<file path="src/rtl/calc_btn_pkg.sv">
// rtl/calc_btn_pkg.sv - shared types and defaults for the push-button conditioner
package calc_btn_pkg;

  typedef enum logic [1:0] {
    RELEASED    = 2'd0,
    ARM_PRESS   = 2'd1,
    PRESSED     = 2'd2,
    ARM_RELEASE = 2'd3
  } btn_state_e;

  localparam int DEFAULT_STABLE_CYCLES = 50000;
  localparam int DEFAULT_CNT_W         = 16;

  // The counter only ever holds 0..stable-1, so clog2(stable) bits suffice.
  function automatic int calc_cnt_w(input int stable);
    return (stable <= 2) ? 1 : $clog2(stable);
  endfunction

endpackage

</file>
<file path="src/rtl/debounce_channel.sv">
// rtl/debounce_channel.sv - one button: two-flop synchroniser, stability counter and level FSM
module debounce_channel
  import calc_btn_pkg::*;
#(
  parameter int STABLE_CYCLES = DEFAULT_STABLE_CYCLES,
  parameter int CNT_W         = DEFAULT_CNT_W,
  parameter bit ACTIVE_LOW    = 1'b1
) (
  input  logic clk,
  input  logic rst_n,
  input  logic raw,
  output logic level
);

  localparam logic [CNT_W-1:0] CNT_ONE  = CNT_W'(1);
  localparam logic [CNT_W-1:0] CNT_LAST = CNT_W'(STABLE_CYCLES - 1);

  generate
    if (STABLE_CYCLES < 1) begin : g_bad_stable
      $error("debounce_channel: STABLE_CYCLES must be at least 1");
    end
    if ((64'd1 << CNT_W) < 64'(STABLE_CYCLES)) begin : g_bad_cnt_w
      $error("debounce_channel: CNT_W too narrow for STABLE_CYCLES");
    end
  endgenerate

  logic             r_sync1;
  logic             r_sync2;
  btn_state_e       r_state;
  logic [CNT_W-1:0] r_cnt;
  logic             r_level;
  logic             w_s;

  // Normalised sample: 1 means pressed regardless of pin polarity.
  assign w_s   = r_sync2 ^ ACTIVE_LOW;
  assign level = r_level;

  always_ff @(posedge clk or negedge rst_n) begin
    if (!rst_n) begin
      r_sync1 <= ACTIVE_LOW;
      r_sync2 <= ACTIVE_LOW;
      r_state <= RELEASED;
      r_cnt   <= '0;
      r_level <= 1'b0;
    end else begin
      r_sync1 <= raw;
      r_sync2 <= r_sync1;
      case (r_state)
        RELEASED: begin
          if (w_s) begin
            if (STABLE_CYCLES == 1) begin
              r_state <= PRESSED;
              r_level <= 1'b1;
            end else begin
              r_state <= ARM_PRESS;
              r_cnt   <= CNT_ONE;
            end
          end
        end
        ARM_PRESS: begin
          // A single released sample throws away all accumulated credit.
          if (!w_s) begin
            r_state <= RELEASED;
            r_cnt   <= '0;
          end else if (r_cnt == CNT_LAST) begin
            r_state <= PRESSED;
            r_cnt   <= '0;
            r_level <= 1'b1;
          end else begin
            r_cnt <= r_cnt + CNT_ONE;
          end
        end
        PRESSED: begin
          if (!w_s) begin
            if (STABLE_CYCLES == 1) begin
              r_state <= RELEASED;
              r_level <= 1'b0;
            end else begin
              r_state <= ARM_RELEASE;
              r_cnt   <= CNT_ONE;
            end
          end
        end
        ARM_RELEASE: begin
          if (w_s) begin
            r_state <= PRESSED;
            r_cnt   <= '0;
          end else if (r_cnt == CNT_LAST) begin
            r_state <= RELEASED;
            r_cnt   <= '0;
            r_level <= 1'b0;
          end else begin
            r_cnt <= r_cnt + CNT_ONE;
          end
        end
        default: begin
          r_state <= RELEASED;
          r_cnt   <= '0;
          r_level <= 1'b0;
        end
      endcase
    end
  end

endmodule

</file>
<file path="src/rtl/button_debounce.sv">
// rtl/button_debounce.sv - N independent debounced button channels plus an any-pressed flag
module button_debounce
  import calc_btn_pkg::*;
#(
  parameter int N_BTN         = 4,
  parameter int STABLE_CYCLES = DEFAULT_STABLE_CYCLES,
  parameter int CNT_W         = DEFAULT_CNT_W,
  parameter bit ACTIVE_LOW    = 1'b1
) (
  input  logic             clk,
  input  logic             rst_n,
  input  logic [N_BTN-1:0] btn_raw,
  output logic [N_BTN-1:0] btn_level,
  output logic             btn_any
);

  logic [N_BTN-1:0] w_level;

  generate
    for (genvar g = 0; g < N_BTN; g++) begin : g_ch
      debounce_channel #(
        .STABLE_CYCLES(STABLE_CYCLES),
        .CNT_W        (CNT_W),
        .ACTIVE_LOW   (ACTIVE_LOW)
      ) u_ch (
        .clk  (clk),
        .rst_n(rst_n),
        .raw  (btn_raw[g]),
        .level(w_level[g])
      );
    end
  endgenerate

  assign btn_level = w_level;
  assign btn_any   = |w_level;

endmodule

</file>
<file path="config.mk">
export PLATFORM = sky130hd
export DESIGN_NAME = button_debounce
export DESIGN_NICKNAME = d
export VERILOG_FILES = /design/src/rtl/calc_btn_pkg.sv /design/src/rtl/debounce_channel.sv /design/src/rtl/button_debounce.sv
export SDC_FILE = /design/constraint.sdc
export NUM_CORES = 1
export LEC_CHECK = 0
export BUFFER_PORTS_ARGS = -buffer_cell sky130_fd_sc_hd__buf_2
export CORE_MARGIN = 4
export CORE_UTILIZATION = 55
export CTS_CLUSTER_SIZE = 25
export DETAILED_ROUTE_END_ITERATION = 8
export PLACE_DENSITY_LB_ADDON = 0.1
export SLEW_MARGIN = 20
export SYNTH_ARGS = -nofsm -noshare
export SYNTH_HDL_FRONTEND = slang
export SYNTH_SLANG_ARGS = --single-unit
</file>
<file path="constraint.sdc">
create_clock -name clk -period 3.6 [get_ports clk]
set_clock_uncertainty 0.05 [all_clocks]
set_input_delay 0.18 -clock clk [delete_from_list [all_inputs] [get_ports clk]]
set_output_delay 0.18 -clock clk [all_outputs]
set_load 0.02 [all_outputs]
</file>
==> results.md, run 1 <==
* Clock Sinks at 84
* R2r worst-path depth at 7
* Hold Crit Depth at 0
* Crit start category: flip-flop
* Vias in the first global route at approximately 3,100
* RePlAce Congestion at around 0.83
* CTS max path bufs at 2
* Ports at 11
* CP max stage cell: nor2_1
* Max-Cap Viols at 0
* Cell variety after synth at 50
* TNS Setup at 0 ns
* Critical path data arrival time at around 2.6 ns
* GRT met3 Usage at 2.81%
* Hold Path Class: flip-flop to flip-flop
* CP top delay family: simple AND/OR/NAND/NOR gates
* # DRC at 0
* Post-synth EDFFs at 0
* Async SR Flop Fraction at between 90% and 100%
* Initial drt markers at about 150
* Initial antenna violation count at 0
* Die W at just under 100 um
* Max Freq at ~430 MHz
* WP buf/inv at 1
* Detailed Routing Iterations Pass 1 at 4
* Met1 usage at a little under a third
* Setup violators final at 0
* Syn Nets at roughly 470
* Worst slew pin tran at 1.07 ns
* Fin nets at between 400 and 500
* Final hold violation count at 0
* Pwr/cell area at 519 nW/um^2
* Post-Syn Area at ~4300 sq um
* Max Slew Vio Count at 0
* LEAKAGE at between 1.5 and 2 nW
* Syn Inst Count at around 460
* Initial core utilization at a little under three fifths
* Max FO, Critical Path at 16
* Hold Path Origin: g_ch[1].u_ch.r_sync1
* RSZ-0062 raised after global routing: no
* PortBufs at 10
* Die ar. at 9220 sq um
* Syn. warnings at 0
* Clk root buf: clkbuf_8
* Crit path launch: g_ch[2].u_ch.r_cnt[0]
* Post-detail-place hpwl at approximately 5600 um
* Largest net degree at the start of global routing at about 70
* #FFs+latches synth at 84
* Setup CP Type: flip-flop to flip-flop
* Postcts setup bufs at 0
* Row cnt at 31
* Post-route ant nets at 0
* Top_reg_cell synth: dfrtp_1
* Max H-tree Level at 3
* Seq/Total Area, Yosys at about half
* Vias post-DR at around 3,500
* Status: finished clean
* Total Routing Usage GR at approximately 20%
* Core ar. at around 7400 sq um
* WP depth at 7
* Final WL at ~8500 um
* CTS Buf Count at 9
* Total power at ~2.4 mW
* WL/cell at approximately 15 um
* CTS tree: built
* Time the worst path needs with I/O delays and setup at around 2.3 ns
* Share of layout cells above drive strength 1 at 10.0%
* Area Overhead vs Synth at 7.92%
* Crit-path cells: ha_1 -> and3_1 -> and4_1 -> nor2_1 -> buf_4 -> a41oi_1 -> a31oi_1
* M2 GR Usage at about 30%
* Clock transition at path regs at roughly 0.080 ns
* CP max stage delay at about 0.46 ns
* Grt ovf at 0
* Number of antenna diodes at 0
* DIE HEIGHT at around 96 um
* Syn_area_per_cell at between 9 and 10 sq um
* Critical Path RT at 3.82 ns
* Via density at between 6 and 7
* CP Capture Type: flip-flop
* Final period util at 64.9%
* Clk Latency, worst-skew pair at between 0.3 and 0.4 ns
* Worst vdd ir at roughly 0.27 mV
* Grt peak-use layer: met1
* R2R Path Start: g_ch[2].u_ch.r_cnt[0]
* First-pass GRT wire length at 14,800 um
* Slew headroom at ~28%
==> area by class of cell <==
type	instances	area [sq um]
fill	614	2810
sequential	84	2110
multi-input combinational	340	2000
clock buffer	11	141
tap	99	124
timing repair buffer	17	118
clock inverter	5	61.3
inverter	12	45.0
==> worst paths after layout <==
path	slack, ns	to
max in group asynchronous	2.22	g_ch[2].u_ch.r_sync2
min in group asynchronous	0.40	g_ch[3].u_ch.r_cnt[5]
hold / removal	0.31	g_ch[1].u_ch.r_sync2
setup / recovery	1.26	g_ch[2].u_ch.r_cnt[12]
setup reg to reg	1.26	g_ch[2].u_ch.r_cnt[12]
hold reg to reg	0.31	g_ch[1].u_ch.r_sync2
==> metrics by stage <==
step	cell area [sq um]	instances	setup WS [ns]	hold WS (ns)	utilization, %
2_1_floorplan	4260	456	1.53	-0.166	-
3_3_place_gp	4350	547	1.28	0.235	58.7
4_1_cts	4600	568	1.18	0.308	62.1
5_1_grt	4600	568	1.07	0.313	62.1
3_5_place_dp	4350	547	1.21	0.236	58.7
6_report	4600	568	1.26	0.308	62.1
==> layout by cell type (no fill, tap or decap), drive strengths merged, types with 2 or more instances in the layout <==
master	Yosys	final
dfstp	8	8
or4b	2	2
clkbuf	11	11
nand4	10	10
a21o	4	4
dfrtp	76	76
or3	15	15
a22o	6	6
mux2i	2	2
a21oi	37	37
a2bb2oi	2	2
nand2	54	54
buf	9	12
or4	3	3
inv	12	12
clkinvlp	0	3
ha	4	4
a41oi	7	7
nand3	30	30
nor4bb	2	2
xor2	2	2
dlygate4sd3	0	5
nor3	6	6
and4	5	5
nor4	7	7
nor2	24	24
a31oi	40	40
or4bb	3	3
and3	5	5
o21ai	37	37
xnor2	4	4
or2	10	10
and2	6	6
o21a	4	4
==> flip-flops by register name, summed over array words and instances (netlist names), named ones only <==
register and count:
g_ch.u_ch.r_cnt 64, g_ch.u_ch.r_sync2 4, g_ch.u_ch.level 4, g_ch.u_ch.r_state 4, g_ch.u_ch.r_sync1 4
==> routing by layer <==
layer / wire, um / vias up
met2: 4030 / 70
met5: 0 / -
li1: - / 1725
met4: 135 / 0
met3: 306 / 10
met1: 4070 / 1676
==> kinds of logic after synthesis <==
logic type,count (synthesis),synth area share (%)
buf+inv,32,3.61
fa+ha+maj,4,1.17
simple gates,186,23.9
flops,84,49.5
compound gates,142,20.0
xor+xnor,6,1.23
mux,2,0.470
==> cells in the mapped netlist (7+ instances only) <==
library cell,count,area (sq um)
a21oi_1,37,185
a31oi_1,40,250
a41oi_1,7,61.3
clkbuf_1,11,41.3
dfrtp_1,76,1900
dfstp_2,8,210
inv_1,12,45.0
nand2_1,54,203
nand3_1,30,150
nand4_1,10,62.6
nor2_1,22,82.6
o21ai_0,28,140
o21ai_1,9,45.0
or3_1,15,93.8
==> repair_timing <==
item,in CTS,in global routing
endpoints found under the setup margin,0,0
hold buffers,5,0
gates resized for setup,0,0
endpoints found under the hold margin,64,0
==> power by group <==
| part | total (mW) | internal (mW) | switching, mW |
|---|---|---|---|
| combinational | 0.564 | 0.197 | 0.367 |
| sequential | 1.13 | 1.03 | 0.0991 |
| clock | 0.696 | 0.341 | 0.355 |
No activity file was read; power rests on OpenSTA's default activity.
==> run 2: changes to the inputs <==
clock period = 2.3 ns   (was 3.6 ns; I/O delays follow)
==> results.md, run 2 (synthesis gave the netlist of run 1 again) <==
* Max reg flops at 64
* Post-route ant nets at 0
* Filler cells at between 600 and 700
* Final WL at just under 9000 um
* RePlAce Congestion at between 0.8 and 0.9
* Status: finished clean
* Clock transition at path regs at around 0.090 ns
* Worst slew pin tran at a little under 0.7 ns
* CTS tree: built
* Post_cts resized at 0
* Placed Area at between 4000 and 5000 sq um
* Max Freq at around 470 MHz
* # DRC at 0
* RSZ-0062 raised after global routing: no
* First-pass GRT wire length at roughly 15,000 um
* DIE HEIGHT at slightly below 100 um
* Largest Register: g_ch.u_ch.r_cnt
* Die ar. at about 9200 sq um
* Final Hold Slack at 0.264 ns
* Commonest non-fill, non-tap cell in the layout: dfrtp_1
* WL/cell at 15.1 um
* Clk Latency, worst-skew pair at 0.35 ns
* Slew headroom at between 50% and 60%
* WP buf/inv at 0
* Detailed Routing Iterations Pass 1 at 4
* Initial drt markers at roughly 130
* Area Overhead vs Synth at 10.7%
* Core ar. at approximately 7400 sq um
* Max FO, Critical Path at 15
* CP max stage cell: or4_1
* Vias in the first global route at 3,311
* Total power at around 3.9 mW
* Final Instance Count excl. Fillers at slightly below 600
* Clock Sinks at 84
* Pwr/cell area at around 830 nW/um^2
* Max H-tree Level at 3
* Grt ovf at 0
* Vias post-DR at 3,533
* R2R Path Start: g_ch[0].u_ch.r_cnt[13]
* Fin nets at 484
* Clk root buf: clkbuf_8
* R2r worst-path depth at 5
* Via density at 6.11
* Ports at 11
* Hold Path Class: input pin to asynchronous set/reset pin
* CP top delay family: simple AND/OR/NAND/NOR gates
* Total Routing Usage GR at ~20%
* CP Capture Type: flip-flop
* Max Slew Vio Count at 0
* Setup CP Type: flip-flop to flip-flop
* Place WS at approximately 0.19 ns
* Final period util at approximately nine tenths
* Final setup margin at ~0.19 ns
* Post-detail-place hpwl at 5880 um
* LEAKAGE at approximately 1.9 nW
* Final instance area at 4720 sq um
* Die W at 96.0 um
* R2R setup slack at between 0.15 and 0.2 ns
* Number of antenna diodes at 0
* Worst vdd ir at 0.655 mV
* TNS Setup at 0 ns
* Crit start category: flip-flop
* Max-Cap Viols at 0
* PortBufs at 10
* Core Util, Final at between 60% and 70%
* Most frequent cells in the layout: dfrtp_1, nand2_1, a31oi_1
* Row cnt at 31
* Placed Instances at approximately 560
* End of the worst register-to-register path: g_ch[0].u_ch.r_cnt[3]
* Share of layout cells above drive strength 1 at between 10% and 20%
* CTS max path bufs at 2
* Critical path data arrival time at roughly 2.3 ns
* CP max stage delay at between 0.5 and 0.6 ns
* Critical Path RT at 2.50 ns
* Initial antenna violation count at 0
* Multi-input gate area at 2000 sq um
* Register area at roughly 2100 sq um
* Crit-path cells: or4_1 -> nor4_4 -> nor2_2 -> a21o_1 -> a22o_1
* Setup violators final at 0
* Final hold violation count at 0
* CTS Buf Count at 9
* Largest net degree at the start of global routing at 50
* Time the worst path needs with I/O delays and setup at between 2 and 2.5 ns
* Initial core utilization at about 58%
-- run 2: cell types whose count changed in the layout (fill, tap and decap cells not counted) --
cell / delta
buf_12: +2
clkinvlp_4: -2
buf_4: +8
bufinv_16: +1
nor2_2: -1
clkinv_4: -1
inv_6: +1
nor2_1: +1
clkinv_2: +2
clkbuf_1: -1
-- run 2: how the worst max path moves through the flow --
stage,start,endpoint,slack [ns],cells after the start
2_1_floorplan,g_ch[3].u_ch.r_cnt[10],g_ch[3].u_ch.r_cnt[1],0.23,6
3_3_place_gp,g_ch[3].u_ch.r_cnt[10],g_ch[3].u_ch.r_cnt[11],0.25,5
3_5_place_dp,g_ch[0].u_ch.r_cnt[12],g_ch[0].u_ch.r_cnt[3],0.19,5
4_1_cts,g_ch[0].u_ch.r_cnt[13],g_ch[0].u_ch.r_cnt[3],0.19,5
5_1_grt,g_ch[3].u_ch.r_sync2,g_ch[3].u_ch.r_cnt[5],0.001,5
6_report,g_ch[0].u_ch.r_cnt[13],g_ch[0].u_ch.r_cnt[3],0.19,5
-- run 2: layout make-up --
type                    count  area share [%]
clock buffers              10            2.92
clock inverters             6            1.83
inverters                  12           0.954
multi-input cells         340            42.3
flip-flops and latches     84            44.8
well taps                  99            2.62
repair buffers             27            4.61
-- run 2: routing by layer --
layer  global-route usage [%]  vias up  part of all wire [%]
met4                     6.16        0                  0.86
met2                     32.7       83                    48
met5                        0        -                     0
met3                     4.93        7                   4.6
li1                         -     1740                     -
met1                     27.9     1703                    46
-- run 2: power by group --
part	total [mW]	switching, mW	internal [mW]	leakage, nW
registers	1.77	0.164	1.61	1.12
logic	0.949	0.590	0.359	0.689
clock network	1.19	0.545	0.642	0.113
-- run 2: what timing repair did --
action / CTS / global route
setup endpoints to repair: 0 / 0
hold endpoints to repair: 46 / 0
hold buffers: 5 / 0
buffers inserted: 0 / 0
==> run 3: changes to the inputs <==
CORE_UTILIZATION = 65   (was 55)
clock period = 2.7 ns   (was 2.3 ns; I/O delays follow)
==> results.md, run 3 (synthesis gave the netlist of run 1 again) <==
* Vias in the first global route at roughly 3,300
* Area Overhead vs Synth at 6.93%
* CP endpoint: g_ch[0].u_ch.r_cnt[3]
* Largest net degree at the start of global routing at 85
* R2r worst-path depth at 5
* Initial drt markers at roughly 170
* WL/cell at approximately 16 um
* Slew headroom at 50.4%
* Largest Register: g_ch.u_ch.r_cnt
* # DRC at 0
* Crit path launch: g_ch[0].u_ch.r_cnt[12]
* CTS Buf Count at 9
* Max H-tree Level at 3
* CTS tree: built
* Max FO, Critical Path at 15
* CP Capture Type: flip-flop
* Crit start category: flip-flop
* Clk root buf: clkbuf_8
* Ports at 11
* Most frequent cells in the layout: dfrtp_1, nand2_1, a31oi_1
* Filler cells at between 400 and 500
* Max reg flops at between 60 and 70
* Max-Cap Viols at 0
* Commonest non-fill, non-tap cell in the layout: dfrtp_1
* Total Routing Usage GR at between 20% and 30%
* Pwr/cell area at about 670 nW/um^2
* Grt ovf at 0
* Clk Latency, worst-skew pair at ~0.36 ns
* Initial antenna violation count at 0
* Initial core utilization at about two thirds
* Row cnt at 29
* Post_cts resized at 0
* Fin nets at approximately 480
* Core ar. at 6350 sq um
* Clock Sinks at 84
* Die W at 89.0 um
* Post-detail-place hpwl at 5790 um
* Worst slew pin tran at 0.738 ns
* Post-route ant nets at 0
* Detailed Routing Iterations Pass 1 at 4
* Hold Crit Depth at 0
* Clock transition at path regs at about 0.09 ns
* Final Hold Slack at 0.301 ns
* First-pass GRT wire length at about 15,000 um
* Final hold violation count at 0
* End of the worst register-to-register path: g_ch[0].u_ch.r_cnt[3]
* Critical path data arrival time at 2.49 ns
* RSZ-0062 raised after global routing: no
* Hold Path Class: flip-flop to flip-flop
* LEAKAGE at about 1.8 nW
* R2R setup slack at slightly above 0.4 ns
* Final period util at a little over four fifths
* TNS Setup at 0 ns
* Core Util, Final at a little under three quarters
* Worst vdd ir at roughly 0.48 mV
* PortBufs at 10
* Via density at 6.49
* Max Slew Vio Count at 0
* CTS max path bufs at 2
* Status: finished clean
* RePlAce Congestion at 0.843
* Number of antenna diodes at 0
* Max Freq at between 400 and 500 MHz
* Postcts setup bufs at 0
* Time the worst path needs with I/O delays and setup at between 2 and 2.5 ns
* Setup violators final at 0
* Cts-stage hold buffer count at 5
* DIE HEIGHT at approximately 89 um
* Setup CP Type: flip-flop to flip-flop
* Die ar. at about 7900 sq um
* Vias post-DR at roughly 3,600
* R2R Path Start: g_ch[0].u_ch.r_cnt[12]
* Critical Path RT at 2.90 ns
* Share of layout cells above drive strength 1 at roughly a tenth
* Final WL at ~8700 um
[run 3: cell types whose count changed in the layout (fill, tap and decap cells not counted), moves of 2 or more]
cell / before / now
buf_12: 2 / 0
buf_4: 11 / 4
bufinv_16: 2 / 0
clkinvlp_4: 1 / 3
[run 3: area by class of cell]
class / instances / area, sq um / area share (%)
sequential: 84 / 2110 / 46.3
multi-input combinational: 340 / 2000 / 43.9
timing repair buffer: 19 / 136 / 2.99
clock buffer: 10 / 128 / 2.80
tap: 77 / 96.3 / 2.11
clock inverter: 6 / 41.3 / 0.906
inverter: 12 / 45.0 / 0.988
[run 3: critical path, cell delays in order, from the launching register on]
cell and delay (ns):
dfrtp_1 0.44, or4_1 0.57, nor4_4 0.50, nor2_2 0.24
a21o_1 0.21, a22o_1 0.17
[run 3: power breakdown]
part | switching [mW] | internal [mW]
sequential | 0.138 | 1.37
clock | 0.458 | 0.332
combinational | 0.500 | 0.273
[run 3: per-layer routing]
metal / track usage, % / wire length, um / vias up
met2: 37.2 / 4180 / 100
li1: - / - / 1722
met5: 0 / 0 / -
met3: 4.79 / 409 / 13
met1: 34.2 / 4060 / 1723
met4: 8.66 / 93 / 0
[run 3: worst min-delay path by stage]
stage,from,end,slack [ns]
detailed placement,btn_raw[3],g_ch[3].u_ch.r_sync1,0.19
global route,g_ch[0].u_ch.r_sync1,g_ch[0].u_ch.r_sync2,0.31
global placement,btn_raw[2],g_ch[2].u_ch.r_sync1,0.19
floorplan,rst_n,asynchronous set/reset pin,-0.21
finish,g_ch[0].u_ch.r_sync1,g_ch[0].u_ch.r_sync2,0.30
CTS,g_ch[0].u_ch.r_sync1,g_ch[0].u_ch.r_sync2,0.30
[run 3: per-stage QoR]
stage | instances | setup WS (ns) | instance area, sq um | total power [mW]
after CTS | 548 | 0.327 | 4550 | 3.07
after global routing | 548 | 0.289 | 4560 | 3.27
after global placement | 527 | 0.444 | 4330 | 2.24
after detailed placement | 527 | 0.319 | 4330 | 2.28
after floorplan | 456 | 0.633 | 4260 | 2.09
final | 548 | 0.415 | 4560 | 3.07
